### src/rtl/serial_adder_ctrl_pkg.sv
// Shared state encoding and sizing helpers for the bit-serial adder.
package serial_adder_ctrl_pkg;

    typedef enum logic [1:0] {
        S_IDLE = 2'd0,
        S_RUN  = 2'd1,
        S_DONE = 2'd2
    } state_t;

    function automatic int cnt_w(input int w);
        return (w > 1) ? $clog2(w) : 1;
    endfunction

endpackage

### src/rtl/full_adder.sv
// Single-bit combinational full adder cell.
module full_adder (
    input  logic A,
    input  logic B,
    input  logic C,
    output logic sum,
    output logic carry
);

    assign sum   = A ^ B ^ C;
    assign carry = (A & B) | (C & (A ^ B));

endmodule

### src/rtl/serial_adder_ctrl.sv
// Bit-serial adder: one full adder cell stepped LSB first over WIDTH bits.
module serial_adder_ctrl
    import serial_adder_ctrl_pkg::*;
#(
    parameter int WIDTH = 8
) (
    input  logic             clk,
    input  logic             rst,
    input  logic             start,
    input  logic [WIDTH-1:0] a,
    input  logic [WIDTH-1:0] b,
    input  logic             cin,
    output logic             busy,
    output logic             done,
    output logic [WIDTH-1:0] sum,
    output logic             cout
);

    localparam int CW = cnt_w(WIDTH);
    localparam logic [CW-1:0] LAST = CW'(WIDTH - 1);

    state_t           state;
    state_t           state_nxt;
    logic [WIDTH-1:0] a_sr;
    logic [WIDTH-1:0] b_sr;
    logic [WIDTH-1:0] acc_sr;
    logic [WIDTH-1:0] acc_nxt;
    logic [CW-1:0]    cnt;
    logic             carry;
    logic             fa_sum;
    logic             fa_carry;
    logic             last;

    full_adder u_fa (
        .A     (a_sr[0]),
        .B     (b_sr[0]),
        .C     (carry),
        .sum   (fa_sum),
        .carry (fa_carry)
    );

    assign last    = (state == S_RUN) && (cnt == LAST);
    assign acc_nxt = WIDTH'({fa_sum, acc_sr} >> 1);
    assign busy    = (state == S_RUN);
    assign done    = (state == S_DONE);

    always_ff @(posedge clk) begin
        if (rst) state <= S_IDLE;
        else     state <= state_nxt;
    end

    // Reserved code falls through to IDLE.
    always_comb begin
        state_nxt = S_IDLE;
        case (state)
            S_IDLE:  state_nxt = start ? S_RUN : S_IDLE;
            S_RUN:   state_nxt = last ? S_DONE : S_RUN;
            S_DONE:  state_nxt = S_IDLE;
            default: state_nxt = S_IDLE;
        endcase
    end

    always_ff @(posedge clk) begin
        if (rst) begin
            a_sr   <= '0;
            b_sr   <= '0;
            acc_sr <= '0;
            cnt    <= '0;
            carry  <= 1'b0;
            sum    <= '0;
            cout   <= 1'b0;
        end else if (state == S_IDLE && start) begin
            a_sr  <= a;
            b_sr  <= b;
            carry <= cin;
            cnt   <= '0;
        end else if (state == S_RUN) begin
            a_sr   <= a_sr >> 1;
            b_sr   <= b_sr >> 1;
            acc_sr <= acc_nxt;
            carry  <= fa_carry;
            cnt    <= cnt + CW'(1);
            if (last) begin
                sum  <= acc_nxt;
                cout <= fa_carry;
            end
        end
    end

endmodule

### config.mk
export PLATFORM = sky130hd
export DESIGN_NAME = serial_adder_ctrl
export DESIGN_NICKNAME = d
export VERILOG_FILES = /design/src/rtl/serial_adder_ctrl_pkg.sv /design/src/rtl/full_adder.sv /design/src/rtl/serial_adder_ctrl.sv
export SDC_FILE = /design/constraint.sdc
export NUM_CORES = 1
export LEC_CHECK = 0
export ABC_AREA = 1
export CORE_MARGIN = 5
export CORE_UTILIZATION = 38
export DETAILED_ROUTE_END_ITERATION = 12
export GPL_ROUTABILITY_DRIVEN = 0
export HOLD_SLACK_MARGIN = 0.08
export PLACE_DENSITY_LB_ADDON = 0.15
export SETUP_SLACK_MARGIN = 0.2
export SYNTH_ARGS = -nofsm -noshare
export SYNTH_HDL_FRONTEND = slang
export SYNTH_SLANG_ARGS = --single-unit
### constraint.sdc
create_clock -name clk -period 1.2 [get_ports clk]
set_input_delay 0.18 -clock clk [delete_from_list [all_inputs] [get_ports clk]]
set_output_delay 0.18 -clock clk [all_outputs]
set_load 0.02 [all_outputs]
; ---- After elaboration in Yosys (flattened, before gate mapping)
; Cells that the tools add are included.
[totals]
mem_count = 0
rom_bits = 0
reg_bits = 39
latchBits = 0
in_bits = 20
ramBits = 0
out_inout_bits = 11
[classes]
add_sub_neg = 1
magnitude_cmp = 0
multipliers = 0
n_reduce_logical = 7
n_eq_ne = 3
muxes = 9
n_div = 0
n_bitwise = 6
shift = 0
[ops]
columns = cell, count
row1 = 8-bit 2-to-1 mux, 4
row2 = 2-bit case mux with 2 select lines, 1
row3 = 3-bit by 1-bit adder with 3-bit output (second input constant), 1
row4 = 3-bit == test (second input constant), 1
row5 = 1-bit 2-to-1 mux, 3
row6 = 3-bit AND reduction, 1
row7 = 1-bit bitwise AND, 2
row8 = 2-bit by 1-bit == test with 1-bit output (second input constant), 1
row9 = 2-bit == test (second input constant), 1
row10 = 1-bit logical AND, 2
row11 = 2-bit zero test, 1
row12 = 2-bit 2-to-1 mux, 1
row13 = 2-bit AND reduction, 1
row14 = 2-bit nonzero test, 1
row15 = 2-bit OR reduction, 1
row16 = 1-bit bitwise XOR, 2
row17 = 1-bit NOT, 1
row18 = 1-bit bitwise OR, 1

; ---- Logic depth before layout (Yosys ltp)
; Gate-level depths: netlist of the first run.
[depth]
ltp_word = 5
depth_mapped = 8
mapped_depth_nobuf = 8

; ---- By module
; Synthesis of the first run repeated with hierarchy kept, for this count alone.
[hier_totals]
cells_unflattened = 239
hier_area_um2 = 1659.1
[modules_own_cells]
columns = mod, area_per_inst_um2, seq_area_each_um2, n_inst, cells_per_inst
row1 = serial_adder_ctrl, 1639.1, 760.7, 1, 238
row2 = full_adder, 20.0, 0.0, 1, 1

; ---- Least setup slack after synthesis of the first run
; No wires, ideal clock.
[synth_timing]
path_type = flip-flop to flip-flop
startpoint = reg cnt[0]
endpoint = reg cout
period_less_slack_ns = 1.132
path_buffers = 0
required_ns = 1.084
arrival_ns = 1.017
slack_ns = 0.068
path_stages_with_launch = 8
cell_sequence = dfxtp_1 > ha_1 > ha_1 > inv_1 > nor2_2 > inv_2 > nor2_1 > nor2_1
[synth_via]
elab_chain_len = 3
[synth_lines]
columns = item, line_no
row1 = from (decl), serial_adder_ctrl.sv:28  ; logic [CW-1:0] cnt;
row2 = from (signal assigned), serial_adder_ctrl.sv:82  ; cnt <= cnt + CW'(1);
row3 = 3-bit == test, serial_adder_ctrl.sv:42  ; assign last = (state == S_RUN) && (cnt == LAST);
row4 = 1-bit logical AND, serial_adder_ctrl.sv:42
row5 = 3-bit AND reduction (no source line), n/a
row6 = to (signal assigned), serial_adder_ctrl.sv:85  ; cout <= fa_carry;
row7 = to (decl), serial_adder_ctrl.sv:16  ; output logic cout
; Every way passes these cells.
; A chain may end at the register's enable or synchronous reset.

; ---- Worst setup path in the final report of the first run
[layout_timing]
startpoint = reg state[0]
endpoint = reg b_sr[6]
[layout_via]
elab_chain_len = 3
elab_cells_between_ends = 5
cone_classes = eq/ne (1) / mux (1) / reduce/logical (3)
[layout_lines]
columns = item, line_no
row1 = from (decl), serial_adder_ctrl.sv:22  ; state_t state;
row2 = from (signal assigned), serial_adder_ctrl.sv:49  ; else state <= state_nxt;
row3 = 2-bit zero test, serial_adder_ctrl.sv:72  ; end else if (state == S_IDLE && start) begin
row4 = 1-bit logical AND, serial_adder_ctrl.sv:72
row5 = 8-bit 2-to-1 mux or 2-bit nonzero test (tied branches), n/a
row6 = to (signal assigned), serial_adder_ctrl.sv:79  ; b_sr <= b_sr >> 1;
row7 = to (decl), serial_adder_ctrl.sv:25  ; logic [WIDTH-1:0] b_sr;
; Parallel ways exist; a longest one is shown, timed or not.

==> impl_metrics.ini, run 1 <==
[grt]
track_usage_pct = 14.26
grt_pass1_vias = 1554
grt_max_degree = 31
antenna_found_initial = 0
grt_pass1_wl_mm = 6.900
grt-ovfl-total = 0

[routing]
antenna_left = 0
vias = 1631
top_layer = met4
dr_wl_met3_um = 238
first_iter_violations = 98
wl_per_cell_um = 11.70
viasPerCell = 4.741
drtPass1Iterations = 4
wl_met1_mm = 1.819
dr_wl_met2_mm = 1.900
drc = 0
wirelength_mm = 4.024

[finish]
diodes = 0
nNetsFinal = 314
finish.utilization_pct = 58.13
layout-drive-gt1-share_pct = 26.71
fin_area_um2 = 2496
area_delta_synth_final_pct = 50.45

[clock_tree]
cts_buffer_depth = 2
clk_latency_ns = 0.29
htree_levels = 2
clk_pin_slew_ns = 0.08
numCtsBuffers = 5
clock_sinks = 38
root_buffer = clkbuf_8
cts_tree = yes

[placed_design]
hpwl_mm = 2.372
placed_area_um2 = 2137
place_ws_ns = -0.1772
portBuffers = 30

[worst_setup_path]
critPathLaunchType = flop
end_kind = flop
cp_max_fo = 7
cp.required_ns = 1.43
cp.arrival_ns = 1.43
criticalPathCategory = flop to flop

[floorplanning]
die_x_um = 76.08
core_um2 = 4294
die-area_um2 = 5787
initial_core_util_pct = 38.64
die_h_um = 76.08
io_pins = 31
rows = 24

[synthesis]
postSynthAreaPerCell_um2 = 6.913
syn-instance-count = 240
synthArstFlopShare_pct = 0
synthTopCellsByCount = nor2_1 (54), dfxtp_1 (38), nand2_1 (38), o21ai_0 (24), nand3_1 (23)
syn-num-nets = 263
synth_cell_types = 16
synth_seq_area_share_pct = 45.85
synth_seq_cells = 38
synth_top_area_share_pct = 45.85
ys.flop_type = dfxtp_1
syn_area_um2 = 1659
synth_edf_count = 0
synth.most_common_cell = nor2_1
yosysWarnings = 0
synth_area_leaders = dfxtp_1 (46%), nor2_1 (12%), nand2_1 (8.6%)
synth_top_area_cell = dfxtp_1

[sta]
skew_ns = 0.005349
max_freq_mhz = 836.2
tns_ns = 0
slew_headroom_pct = 80.64
setup_viol = 0
setup_ws_ns = 0.004047
period_share_pct = 99.66
worst_pin_slew_ns = 0.2904
grt_setup_unrepaired = yes
finalHoldViolCount = 0
period_minus_slack_ns = 1.196
timing.hold.ws_ns = 0.4335
slew_viol_final = 0

[power_and_ir_drop]
p_leak_uw = 0.001130
p_sw_uw = 788.1
powerDensity_nw_per_um2 = 1219
netSwitchingFraction_pct = 25.90
p_clk_share_pct = 35.5
p_int_uw = 2254
seqPwrFrac_pct = 45.7
ir_drop_mv = 0.7494
p_comb_share_pct = 18.8

[flow_run]
maxCapViolCount = 0

[status]
run_status = finished, final reports clean

[min_path]
hp-class = primary input to flop
[sequential cells by signal, indices dropped and copies added (netlist names)]
signal  cells
a_sr        8
state       2
acc_sr      7
sum         8
b_sr        8
cout        1
cnt         3
carry       1
[final cells by class]
cell class                 instances  area (µm²)
timing repair buffer              58       616.8
clock inverter                     3       40.04
clock buffer                       5       68.82
tap                               52       65.06
inverter                          22       92.59
sequential                        38       769.5
multi-input combinational        166       843.3
fill                             394        1798
[logic make-up (layout without fill, tap and decap cells)]
| family | after synthesis | after routing | share of synthesized area (%) |
|---|---|---|---|
| xor gates and xnor gates | 1 | 1 | 0.5280 |
| adders and majority gates | 3 | 3 | 2.715 |
| and+or+nand+nor | 117 | 117 | 28.51 |
| AOI/OAI and AO/OA | 45 | 45 | 13.57 |
| buffers and inverters | 36 | 88 | 8.824 |
| DFF | 38 | 38 | 45.85 |
[worst paths after layout]
path,to,depth (start not counted),start,slack [ns]
min,b_sr[7],3,b[7],0.43
max,b_sr[6],8,state[0],0.004
min reg2reg,sum[5],2,sum[5],0.46
max reg2reg,b_sr[6],8,state[0],0.004
[placed cells by master, fill, tap and decap left out, types with 4 or more instances in the layout]
cell type / instances
a21oi_1: 20
buf_4: 22
buf_6: 7
clkbuf_8: 5
clkdlybuf4s50_1: 19
dfxtp_1: 31
dfxtp_2: 7
inv_1: 16
nand2_1: 30
nand2_2: 6
nand3_1: 22
nor2_1: 53
o21ai_0: 4
o21ai_1: 18
[worst max-delay path: stages (launching register included)]
cell and delay, ns:
dfxtp_2 0.35, buf_6 0.12, nor2_4 0.12, buf_6 0.14, clkbuf_16 0.14, nand3_1 0.08, nand2_1 0.07, nor2_1 0.03
nor2_1 0.09
[repair_timing]
action,CTS,global route
pin swaps,10,8
gates resized for setup,81,27
setup endpoints to repair,43,44
hold buffers,0,0
buffers inserted,7,3
endpoints found under the hold margin,0,0
gates cloned,3,1
[power by group through the flow]
stage          Clock (µW)  Combinational [µW]  Sequential [µW]
4_1_cts              1100                 537             1390
3_5_place_dp            0                 426             1410
2_1_floorplan           0                 276             1400
3_3_place_gp            0                 426             1410
6_report             1080                 571             1390
5_1_grt              1160                 642             1400
[layer usage]
metal	track usage, %	vias up
li1	-	861
met1	17.29	726
met2	22.77	37
met3	4.374	7
met4	6.993	0
met5	0	-
[through the flow]
stage,power (µW),std cells
after detailed placement,1839,322
after floorplan,1679,240
final,3042,344
after global placement,1839,322
after global routing,3201,344
after CTS,3022,340
No activity file was read; power rests on OpenSTA's default activity.
==> inputs of run 2 (changes only) <==
- clock period: 1.2 -> 1.1 ns (I/O delays scaled with it)
==> run 2 against run 1 <==
  * The run now ends with negative setup slack left
  * Die area unchanged
  * Non-clock buffer count increased by 6
  * Critical path depth unchanged
  * Routed wire length increased by 12%
  * Largest cell class unchanged
==> impl_metrics.ini, run 2 (synthesized netlist as in run 1, its figures left out) <==
[status]
run_status = complete, but fails checks
violations = negative setup slack

[floorplanning]
rows = 24
initial_core_util_pct = 38.64
core_um2 = 4294
die-area_um2 = 5787
die_h_um = 76.08
io_pins = 31
die_x_um = 76.08

[clock_tree]
cts_tree = yes
cts_buffer_depth = 2
cts_hold_buf = 0
clock_sinks = 38
clk_latency_ns = 0.28
root_buffer = clkbuf_8
clk_pin_slew_ns = 0.08
htree_levels = 2
numCtsBuffers = 5

[sta]
finalHoldViolCount = 0
worst_pin_slew_ns = 0.2379
period_share_pct = 113.6
skew_ns = 0.009991
period_minus_slack_ns = 1.249
grt_setup_unrepaired = yes
slew_viol_final = 0
slew_headroom_pct = 84.12
setup_viol = 34
setup_ws_ns = -0.1494
max_freq_mhz = 800.4

[routing]
vias = 1686
wl_per_cell_um = 12.87
wirelength_mm = 4.506
drc = 0
viasPerCell = 4.817
drtPass1Iterations = 4
antenna_left = 0
first_iter_violations = 50

[worst_setup_path]
critPathCapture = cout
end_kind = flop
cp.required_ns = 1.27
criticalPathCategory = flop to flop
r2r_start = cnt[1]
r2r_cells = 8
critPathLaunchType = flop
cp_max_fo = 4
reg2reg_slack_ns = -0.15
crit_start = cnt[1]
cp.arrival_ns = 1.42
reg2reg_to = cout

[flow_run]
maxCapViolCount = 0

[placed_design]
portBuffers = 30
dp.cells = 329
place_ws_ns = -0.2518
hpwl_mm = 2.549

[power_and_ir_drop]
ir_drop_mv = 1.182
powerDensity_nw_per_um2 = 1159
p_leak_uw = 0.001220

[grt]
grt_pass1_wl_mm = 7.596
grt_max_degree = 18
grt-ovfl-total = 0
track_usage_pct = 15.62
grt_pass1_vias = 1764
antenna_found_initial = 0

[finish]
layoutNonFillerInstCount = 350
nNetsFinal = 320
area_delta_synth_final_pct = 70.29
diodes = 0
layout-drive-gt1-share_pct = 42.62
reg_top3 = a_sr x8, b_sr x8, sum x8
final_cell_mix = nor2_1 (50), nand2_1 (26), dfxtp_1 (23), buf_6 (19), clkdlybuf4s50_1 (18)
nFillCells = 373
layout_commonest_cell = nor2_1

[min_path]
hp-class = primary input to flop
run 2: worst min path at each step:
stage | from | end | cells past startpoint
floorplan | rst | state[0] | 1
global route | start | state[0] | 5
global placement | acc_sr[6] | sum[5] | 2
detailed placement | acc_sr[3] | sum[2] | 2
finish | start | state[0] | 5
CTS | a[7] | a_sr[7] | 3
run 2: routing by layer:
layer	GRT usage, %	part of all wire (%)
met4	4.545	2.1
met2	28.60	51
met1	17.46	42
met5	0	0
met3	4.255	4.0
run 2: per-stage QoR:
stage          power [µW]  hold slack, ns  util (%)  cell area, µm²  setup TNS, ns
3_5_place_dp         2042          0.4566     51.37            2206         -5.594
2_1_floorplan        1850          0.2267         -            1725              0
6_report             3274          0.3730     65.79            2825         -2.455
3_3_place_gp         2036          0.4531     51.37            2206         -5.488
4_1_cts              3226          0.4467     61.71            2650         -1.745
5_1_grt              3453          0.3902     65.79            2825         -4.839
run 2: layout make-up:
class                           instances  area (µm²)  share of cell area, %
Inverter                               22       95.09                  3.366
Clock buffer                            7       86.33                  3.056
Sequential cell                        38       782.0                  27.68
Clock inverter                          1       5.005                 0.1771
Tap cell                               52       65.06                  2.303
Multi-Input combinational cell        166        1025                  36.27
Timing Repair Buffer                   64       767.0                  27.15
run 2: critical path, stage by stage (launching register included):
cell and delay [ns]:
dfxtp_2 0.34, ha_4 0.16, ha_4 0.15, inv_4 0.06, nor2_4 0.05, buf_4 0.13, buf_6 0.11, o21ai_2 0.10
nor2_1 0.04
run 2: power by group:
| part | internal [µW] | switching (µW) | leakage (µW) |
|---|---|---|---|
| combinational | 401 | 367 | 0.000853 |
| clock | 506 | 477 | 0.0000482 |
| sequential | 1460 | 62.8 | 0.000319 |
run 2: what timing repair did:
item / CTS / global route
endpoints found under the setup margin: 49 / 49
resized for setup: 129 / 40
buffers inserted: 3 / 5
gates cloned: 5 / 0
pin swaps: 12 / 18
